--- src/rtl/gf163_pkg.sv ---
// -----------------------------------------------------------------------------
// gf163_pkg
// Shared definitions for the GF(2^163) Itoh-Tsujii inverter:
//   M_DEG     field degree (163)
//   RED_POLY  low byte of f = x^163 + x^7 + x^6 + x^3 + 1 (x^163 folds onto it)
//   CHAIN     binary expansion of 162 = m-1, walked MSB-first by the inverter
//   state_t   inverter FSM encoding
//   step_t    kind of addition-chain step in progress
// -----------------------------------------------------------------------------
package gf163_pkg;

  localparam int         M_DEG     = 163;
  localparam logic [7:0] RED_POLY  = 8'hC9;
  localparam logic [7:0] CHAIN     = 8'b10100010;
  // Index of the first chain bit after the leading one.
  localparam int         CHAIN_TOP = 6;

  typedef enum logic [2:0] {
    ST_IDLE,
    ST_SQR,
    ST_MUL_REQ,
    ST_MUL_WAIT,
    ST_FINAL,
    ST_DONE
  } state_t;

  // Doubling step: b = b^(2^k) * b, k = 2k.  Increment step: b = b^2 * a, k = k+1.
  typedef enum logic {
    STEP_DBL,
    STEP_INC
  } step_t;

endpackage

--- src/rtl/gf163_sqr.sv ---
// -----------------------------------------------------------------------------
// gf163_sqr
// Combinational squaring in GF(2^163) with f = x^163 + x^7 + x^6 + x^3 + 1.
// Squaring spreads bit i to bit 2i (325-bit result), then every term at or
// above x^163 is folded down using x^163 = x^7 + x^6 + x^3 + 1.
// Ports:
//   a  operand (163 bits)
//   z  a^2 mod f (163 bits)
// -----------------------------------------------------------------------------
module gf163_sqr
  import gf163_pkg::*;
(
  input  logic [M_DEG-1:0] a,
  output logic [M_DEG-1:0] z
);

  always_comb begin
    logic [2*M_DEG-2:0] t;
    // NOTE: combinational logic uses blocking '=' so each reduction pass sees
    // the result of the previous one; clocked state elsewhere uses '<='.
    t = '0;
    for (int i = 0; i < M_DEG; i++) begin
      t[2*i] = a[i];
    end
    // Fold from the top down: a folded term can land at up to x^(i-156),
    // which is still above x^163 for the highest i and gets folded later.
    for (int i = 2*M_DEG-2; i >= M_DEG; i--) begin
      if (t[i]) begin
        t[i] = 1'b0;
        for (int j = 0; j < 8; j++) begin
          if (RED_POLY[j]) begin
            t[i-M_DEG+j] = ~t[i-M_DEG+j];
          end
        end
      end
    end
    z = t[M_DEG-1:0];
  end

endmodule

--- src/rtl/gf163_inv_itoh.sv ---
// -----------------------------------------------------------------------------
// gf163_inv_itoh
// Itoh-Tsujii inversion in GF(2^163): z = (a^(2^162-1))^2 = a^-1 mod f.
// One squaring per cycle through a single gf163_sqr; the 9 field
// multiplications of the addition chain for 162 are handed to an external
// multiplier over a level-start / pulse-done handshake.
//
// Ports:
//   clk, rst_n   clock, asynchronous active-low reset
//   start        launch an inversion of a_in (sampled in IDLE only)
//   a_in         operand, captured on the accepted start
//   z            result, held until the next accepted start
//   done         one-cycle pulse, z valid from this cycle
//   busy         high from the accepted start until done
//   mul_start    level request to the multiplier, held until mul_done
//   mul_a/mul_b  multiplier operands, stable while mul_start is high
//   mul_z        multiplier product, valid the cycle after mul_done
//   mul_done     multiplier completion pulse (ignored outside MUL_WAIT)
//   inv_zero     (GF_INV_ZERO_FLAG_EN only) operand was zero, valid with done
//
// Build option: define GF_INV_ZERO_FLAG_EN to add inv_zero and to finish a
// zero operand immediately without running the chain.
// Only M = 163 is supported.
// -----------------------------------------------------------------------------
module gf163_inv_itoh
  import gf163_pkg::*;
#(
  parameter int M = 163
) (
  input  logic         clk,
  input  logic         rst_n,
  input  logic         start,
  input  logic [M-1:0] a_in,
  output logic [M-1:0] z,
  output logic         done,
  output logic         busy,
  output logic         mul_start,
  output logic [M-1:0] mul_a,
  output logic [M-1:0] mul_b,
  input  logic [M-1:0] mul_z,
`ifdef GF_INV_ZERO_FLAG_EN
  output logic         inv_zero,
`endif
  input  logic         mul_done
);

  state_t       state;
  step_t        step;
  logic [M-1:0] a_reg;     // captured operand, B input of increment steps
  logic [M-1:0] b;         // running accumulator being squared
  logic [M-1:0] b_saved;   // accumulator value at the start of a doubling step
  logic [7:0]   k;         // current exponent: b = a^(2^k - 1) at step boundaries
  logic [7:0]   cnt;       // squarings left in the current step
  logic [2:0]   bit_idx;   // chain bit currently being processed
  logic         prod_pend; // product arrived last cycle; take it from mul_z

  logic [M-1:0] sqr_in;
  logic [M-1:0] sqr_out;
  logic [7:0]   k_next;

  // The product is registered by the multiplier in its done cycle, so the
  // first cycle after MUL_WAIT squares mul_z directly instead of b.
  assign sqr_in = prod_pend ? mul_z : b;

  always_comb begin
    k_next = (step == STEP_DBL) ? {k[6:0], 1'b0} : k + 8'd1;
  end

  gf163_sqr u_sqr (
    .a (sqr_in),
    .z (sqr_out)
  );

  always_ff @(posedge clk or negedge rst_n) begin
    if (!rst_n) begin
      // NOTE: every register, data paths included, is cleared because the
      // outputs z/mul_a/mul_b must read zero after reset, not stale values.
      state     <= ST_IDLE;
      step      <= STEP_DBL;
      a_reg     <= '0;
      b         <= '0;
      b_saved   <= '0;
      k         <= '0;
      cnt       <= '0;
      bit_idx   <= '0;
      prod_pend <= 1'b0;
      z         <= '0;
      done      <= 1'b0;
      busy      <= 1'b0;
      mul_start <= 1'b0;
      mul_a     <= '0;
      mul_b     <= '0;
`ifdef GF_INV_ZERO_FLAG_EN
      inv_zero  <= 1'b0;
`endif
    end else begin
      done <= 1'b0;
      case (state)
        ST_IDLE: begin
          if (start) begin
            a_reg     <= a_in;
            b         <= a_in;
            b_saved   <= a_in;
            k         <= 8'd1;
            cnt       <= 8'd1;
            bit_idx   <= 3'(CHAIN_TOP);
            step      <= STEP_DBL;
            prod_pend <= 1'b0;
            busy      <= 1'b1;
`ifdef GF_INV_ZERO_FLAG_EN
            inv_zero  <= (a_in == '0);
            if (a_in == '0) begin
              z     <= '0;
              done  <= 1'b1;
              state <= ST_DONE;
            end else begin
              state <= ST_SQR;
            end
`else
            state     <= ST_SQR;
`endif
          end
        end

        ST_SQR: begin
          b         <= sqr_out;
          prod_pend <= 1'b0;
          if (prod_pend) begin
            b_saved <= mul_z;
          end
          cnt <= cnt - 8'd1;
          if (cnt == 8'd1) begin
            mul_a <= sqr_out;
            if (step == STEP_DBL) begin
              mul_b <= prod_pend ? mul_z : b_saved;
            end else begin
              mul_b <= a_reg;
            end
            mul_start <= 1'b1;
            state     <= ST_MUL_REQ;
          end
        end

        ST_MUL_REQ: begin
          state <= ST_MUL_WAIT;
        end

        ST_MUL_WAIT: begin
          if (mul_done) begin
            mul_start <= 1'b0;
            prod_pend <= 1'b1;
            k         <= k_next;
            if (step == STEP_DBL && CHAIN[bit_idx]) begin
              // Chain bit is one: follow the doubling with b = b^2 * a.
              step  <= STEP_INC;
              cnt   <= 8'd1;
              state <= ST_SQR;
            end else if (bit_idx == '0) begin
              state <= ST_FINAL;
            end else begin
              bit_idx <= bit_idx - 3'd1;
              step    <= STEP_DBL;
              cnt     <= k_next;
              state   <= ST_SQR;
            end
          end
        end

        ST_FINAL: begin
          z         <= sqr_out;
          prod_pend <= 1'b0;
          done      <= 1'b1;
          state     <= ST_DONE;
        end

        ST_DONE: begin
          busy  <= 1'b0;
          state <= ST_IDLE;
        end

        default: begin
          state <= ST_IDLE;
        end
      endcase
    end
  end

endmodule

--- config.mk ---
export PLATFORM = sky130hd
export DESIGN_NAME = gf163_inv_itoh
export DESIGN_NICKNAME = d
export VERILOG_FILES = /design/src/rtl/gf163_pkg.sv /design/src/rtl/gf163_sqr.sv /design/src/rtl/gf163_inv_itoh.sv
export SDC_FILE = /design/constraint.sdc
export NUM_CORES = 2
export LEC_CHECK = 0
export ABC_AREA = 1
export ABC_CLOCK_PERIOD_IN_PS = 4300
export CAP_MARGIN = 20
export CELL_PAD_IN_SITES_DETAIL_PLACEMENT = 1
export CELL_PAD_IN_SITES_GLOBAL_PLACEMENT = 2
export CORE_AREA = 4 4 327 361
export DETAILED_ROUTE_END_ITERATION = 16
export DIE_AREA = 0 0 331 365
export DONT_BUFFER_PORTS = 1
export PLACE_DENSITY_LB_ADDON = 0.1
export SYNTH_ARGS = -nofsm -noshare
export SYNTH_HDL_FRONTEND = slang
export SYNTH_SLANG_ARGS = --single-unit
--- constraint.sdc ---
create_clock -name clk -period 4.3 [get_ports clk]
set_input_delay 0.86 -clock clk [delete_from_list [all_inputs] [get_ports clk]]
set_output_delay 0.86 -clock clk [all_outputs]
set_load 0.005 [all_outputs]
Yosys cells after proc, flatten, opt, wreduce, memory -nomap -nowiden. Memories as Yosys holds them, arrays and structs flattened. Cells that the tools add are included.

$add $sub $neg: 3. $mul: 0. Div/mod/pow operators: 0. $lt $le $gt $ge: 1. Equal/unequal tests: 12. Shift operators: 0. Mux-type cells: 291. Bitwise operators: 253. Reductions and logical operators: 21.

Operators by type and width (number): $mux W163 (4); $pmux W163 S2 (2); $not A1 Y1 (253); $mux W1 (178); $mux W2 (84); $mux W8 (6); $mux W3 (9); $pmux W8 S3 (1); $pmux W8 S2 (1); $pmux W3 S5 (1); $reduce_and A3 Y1 (4); $ne A2 B2 Y1 const B (5); $add A8 B1 Y8 const B (1); $eq A8 B1 Y1 const B (1); $reduce_and A2 Y1 (4); $reduce_and A4 Y1 (2); $reduce_bool A2 Y1 (4); $sub A8 B1 Y8 const B (1); $eq A3 B2 Y1 const B (2); $eq A3 B3 Y1 const B (2); $logic_not A3 Y1 (2); $pmux W1 S2 (3); $pmux W3 S2 (1); $reduce_bool A3 Y1 (2); 8 further kinds (8).

Register bits: 1005. Latch bits: 0. Memory bits (writable): 0. ROM bits: 8. Output and inout bits: 492. Word-level logic and storage cells: 597. Memories: 1.

Memory list: (name not given) (words 8, width 1, read ports 1, clocked after memory_dff 0, wr ports 0, line gf163_inv_itoh.sv:153) `if (step == STEP_DBL && CHAIN[bit_idx]) begin`.

Logic depth before layout (Yosys ltp).
Depth after elaboration: 16. Mapped depth: 13.

By module. From an unflattened synthesis, not the netlist that was laid out.

Cells, all modules: 5435. Area total of the unflattened synthesis: 45822.7 µm².

Modules (own cells, without submodules): gf163_inv_itoh (instances 1, cells an instance 5154, area each 43457.9 µm²); gf163_sqr (instances 1, cells an instance 281, area each 2364.8 µm²).

Worst setup path before layout. No wires, ideal clock.

Path type: in2reg. From: input mul_z[162]. To: register b[8]. Setup time: 0.118 ns. Arrival time: 1.804 ns. Path slack: 2.378 ns. Stages on the path: 10. Path through: nand2_1 -> inv_1 -> nor2_2 -> nand2_1 -> nand2_1 -> nand2_1 -> nand3_1 -> nand3_1 -> nand3_1 -> nand2_1.

Cells in the longest elaborated chain, start to end: 8.

Ends and longest elaborated chain: start, declared (line gf163_inv_itoh.sv:40) `input logic [M-1:0] mul_z,`; $mux W163 * (line gf163_inv_itoh.sv:63) `assign sqr_in = prod_pend ? mul_z : b;`; $mux W2 (line gf163_sqr.sv:28) `if (t[i]) begin`; $mux W1 (line gf163_sqr.sv:28); $not A1 Y1 (line gf163_sqr.sv:32) `t[i-M_DEG+j] = ~t[i-M_DEG+j];`; $mux W2 (line gf163_sqr.sv:28); $not A1 Y1 (line gf163_sqr.sv:32); $mux W2 * (line gf163_sqr.sv:28); $pmux W163 S2 * (line gf163_inv_itoh.sv:98) `case (state)`; end signal, assigned (line gf163_inv_itoh.sv:102) `b <= a_in;`; end signal, assigned (line gf163_inv_itoh.sv:126) `b <= sqr_out;`; end, declared (line gf163_inv_itoh.sv:50) `logic [M-1:0] b;`.

Mark *: on every way between the ends. The rest lies on a longest branch, timed or not. A chain may end at the register's enable or synchronous reset.

Worst setup path after layout.
From: register state[0]. To: register b[104].

Cells in the longest elaborated chain, start to end: 3.

Ends and longest elaborated chain: start, declared (line gf163_inv_itoh.sv:47) `state_t state;`; start signal, assigned (line gf163_inv_itoh.sv:78) `state <= ST_IDLE;`; start signal, assigned (line gf163_inv_itoh.sv:120) `state <= ST_SQR;`; start signal, assigned (line gf163_inv_itoh.sv:140) `state <= ST_MUL_REQ;`; $eq A3 B1 Y1 or $logic_not A3 Y1 (tied branches) (line gf163_inv_itoh.sv:98); $reduce_bool A2 Y1 (no source line) or $ne A2 B2 Y1 (tied branches); $reduce_and A2 Y1 (no source line).

Several ways; a longest one is shown, not always the timed one.

==> summary.txt <==
Placement
  – Routability cong.: 0.853
  – Number of I/O port buffers: 0
  – DP HPWL: 137000 um

Global route
  – Gr ovfl total: 0
  – GR Util All Layers: 0.322
  – Vias in the first global route: 39000
  – Largest net degree at the start of global routing: 1006
  – First-pass GRT wire length: 285000 um
  – Initial antenna violation count: 38

Yosys
  – Mapped cell area: 45500 um^2
  – Synth Area in Compound Gates: 0.0760
  – Synth Area in Adders: 0.00165
  – Syn Inst Count: 5518
  – Main combinational cell family by area after synthesis: simple AND/OR/NAND/NOR gates
  – Ys flop type: dfrtp_1
  – Syn Nets: 5854
  – Avg Cell Area, Syn: 8.25 um^2
  – YS warnings: 0
  – Synth async-reset ratio: 1.00
  – Mux cell area share after synthesis: 0
  – Register area share after synthesis: 0.552
  – Register bit total from synthesis: 1005
  – Post-synth EDFFs: 0
  – Post-synth cell types: 33
  – Synth Area in Simple Gates: 0.282
  – Xor/xnor share of the synthesized area: 0.0460

CTS
  – CTS root buf: clkbuf_16
  – Maximum root-to-sink buffer count: 3
  – Worst-path clk slew: 0.07 ns
  – CTS tree: built
  – Num CTS Buffers: 113
  – Clk Latency, worst-skew pair: 0.72 ns
  – H-tree levels: 3
  – Post-CTS sizing: 0
  – Postcts setup bufs: 0
  – Clock sink count: 1005

Route
  – DR WL/cell: 28.2 um
  – Final WL: 198000 um
  – 1st-iter DRT viols: 2928
  – Routed Antenna Nets: 0
  – DR vias: 38200
  – Via density per instance: 5.44
  – Drc violations: 0
  – Drt pass-1 iters: 5

Final layout
  – Layout cell share with drive strength beyond 1: 0.0566
  – Commonest non-fill, non-tap cells in the layout: nand2_1, dfrtp_1, nand3_1, o21ai_0, nor2_1
  – Final nets: 5713
  – Commonest non-fill, non-tap cell in the layout: nand2_1
  – Area Growth Syn to Fin: 11.3%

Worst setup path
  – Max incr delay on CP: 0.45 ns
  – CP startpoint kind: register
  – CP Class: reg2reg
  – Critical path peak fanout: 192
  – Worst reg-to-reg path cell count: 11
  – Slowest CP cell: dfrtp_1
  – Reg-to-Reg Start: state[0]
  – Worst Path Arrival: 4.17 ns
  – Critical path required time: 4.86 ns
  – Crit-path most repeated cell: nand2_1
  – Crit path from: state[0]
  – Crit path cell chain: inv_2, nand2_1, nor2_1, nand2_8, inv_6, nor2_4, buf_4, buf_12, nand2_1, nand2_1, o21bai_1
  – Setup crit end kind: register

Timing
  – Final Slew Violations: 0
  – RSZ-0062 raised after global routing: false
  – Setup Skew: 0.0261 ns
  – Max Clock Freq: 0.277 GHz
  – Finish-stage setup viols: 0
  – Fin. Hold Viols: 0
  – Worst Tran Pin Value: 1.49 ns
  – Slew HR: 0.00503
  – Final period util: 0.839
  – Fin crit period: 3.61 ns
  – Setup TNS: 0 ns

Die
  – Die area: 121000 um^2
  – Core region area: 114000 um^2
  – Die H: 365 um
  – IO Pins: 822
  – Initial Utilization: 0.399
  – # rows: 130
  – Die Wd: 331 um

Power and ir drop
  – Worst IR Drop VDD: 0.730 mV
  – Leak Pwr: 25.4 nW
  – PD cells: 1040 nW/um^2
  – Total power: 52.9 mW

Status
  – Status: completed

Worst hold path
  – Worst min path class: in2async

Job
  – Max Cap Viol: 0
[cell usage after synthesis, types with 14 or more instances]
cell type	count	share of area
nand2_1	2864	0.24
xnor2_1	81	0.016
o21ai_0	201	0.022
clkbuf_1	128	0.011
nor2_1	186	0.015
nand3_1	240	0.026
o21ai_2	24	0.0046
o21bai_1	77	0.013
o211ai_1	45	0.0074
buf_4	35	0.0058
buf_2	123	0.014
dfrtp_1	1005	0.55
o21ai_4	14	0.0050
inv_1	94	0.0077
xor2_1	158	0.030
a31oi_1	165	0.023
[per-stage QoR]
step	area (um^2)	utilization	std cells	worst slack (ns)	hold WS [ns]
6_report	50700	0.444	7025	0.692	0.0679
5_1_grt	50600	0.444	7012	0.826	0.181
4_1_cts	50400	0.442	6985	1.06	-0.162
3_5_place_dp	46500	0.408	6774	1.09	0.466
3_3_place_gp	46500	0.408	6774	1.16	0.463
2_1_floorplan	45500	-	5518	2.38	0.449
[routing by layer]
metal,global-route usage,up-vias,part of all wire
li1,-,17200,-
met3,0.0945,252,0.086
met2,0.513,1196,0.46
met4,0.128,8,0.040
met1,0.413,19600,0.41
met5,0,-,0.00025
[cell families (layout without fill, tap and decap cells)]
| logic type | Yosys count | count (layout) |
|---|---|---|
| adder cells (fa/ha/maj) | 6 | 6 |
| other | 0 | 34 |
| buffers and inverters | 413 | 368 |
| AO/OA/AOI/OAI | 539 | 539 |
| XOR/XNOR | 239 | 239 |
| AND/OR/NAND/NOR | 3316 | 3316 |
| flip-flops | 1005 | 1005 |
[where the power goes]
part           switching, mW  internal [mW]  total [mW]
clock                   4.24           6.09        10.3
combinational           18.0           6.82        24.8
sequential              3.84           13.9        17.8
[cell type report]
type	instances	area, um^2
Antenna cell	34	85.1
Clock buffer	167	3380
Clock inverter	44	524
Fill cell	13500	63400
Inverter	103	424
Multi-Input combinational cell	4100	18500
Sequential cell	1005	25200
Tap cell	1518	1900
Timing Repair Buffer	54	701
[path summary, 6_finish.rpt]
path / to / slack [ns]
worst max-delay path: b[104] / 0.69
worst min-delay path: cnt[4] / 0.07
worst max register to register: b[104] / 0.69
worst min register to register: a_reg[23] / 0.48
max in group asynchronous: b_saved[59] / 2.42
min in group clk: a_reg[101] / 0.31
[worst max-delay path: cells and delay by family, from the launching register on]
kind / cells / cell delay [ns]
buffers and inverters: 4 / 1.02
flip-flops: 1 / 0.45
AO/OA/AOI/OAI: 1 / 0.16
AND/OR/NAND/NOR: 6 / 1.25
Note: power is estimated with default switching activity, not from simulation.
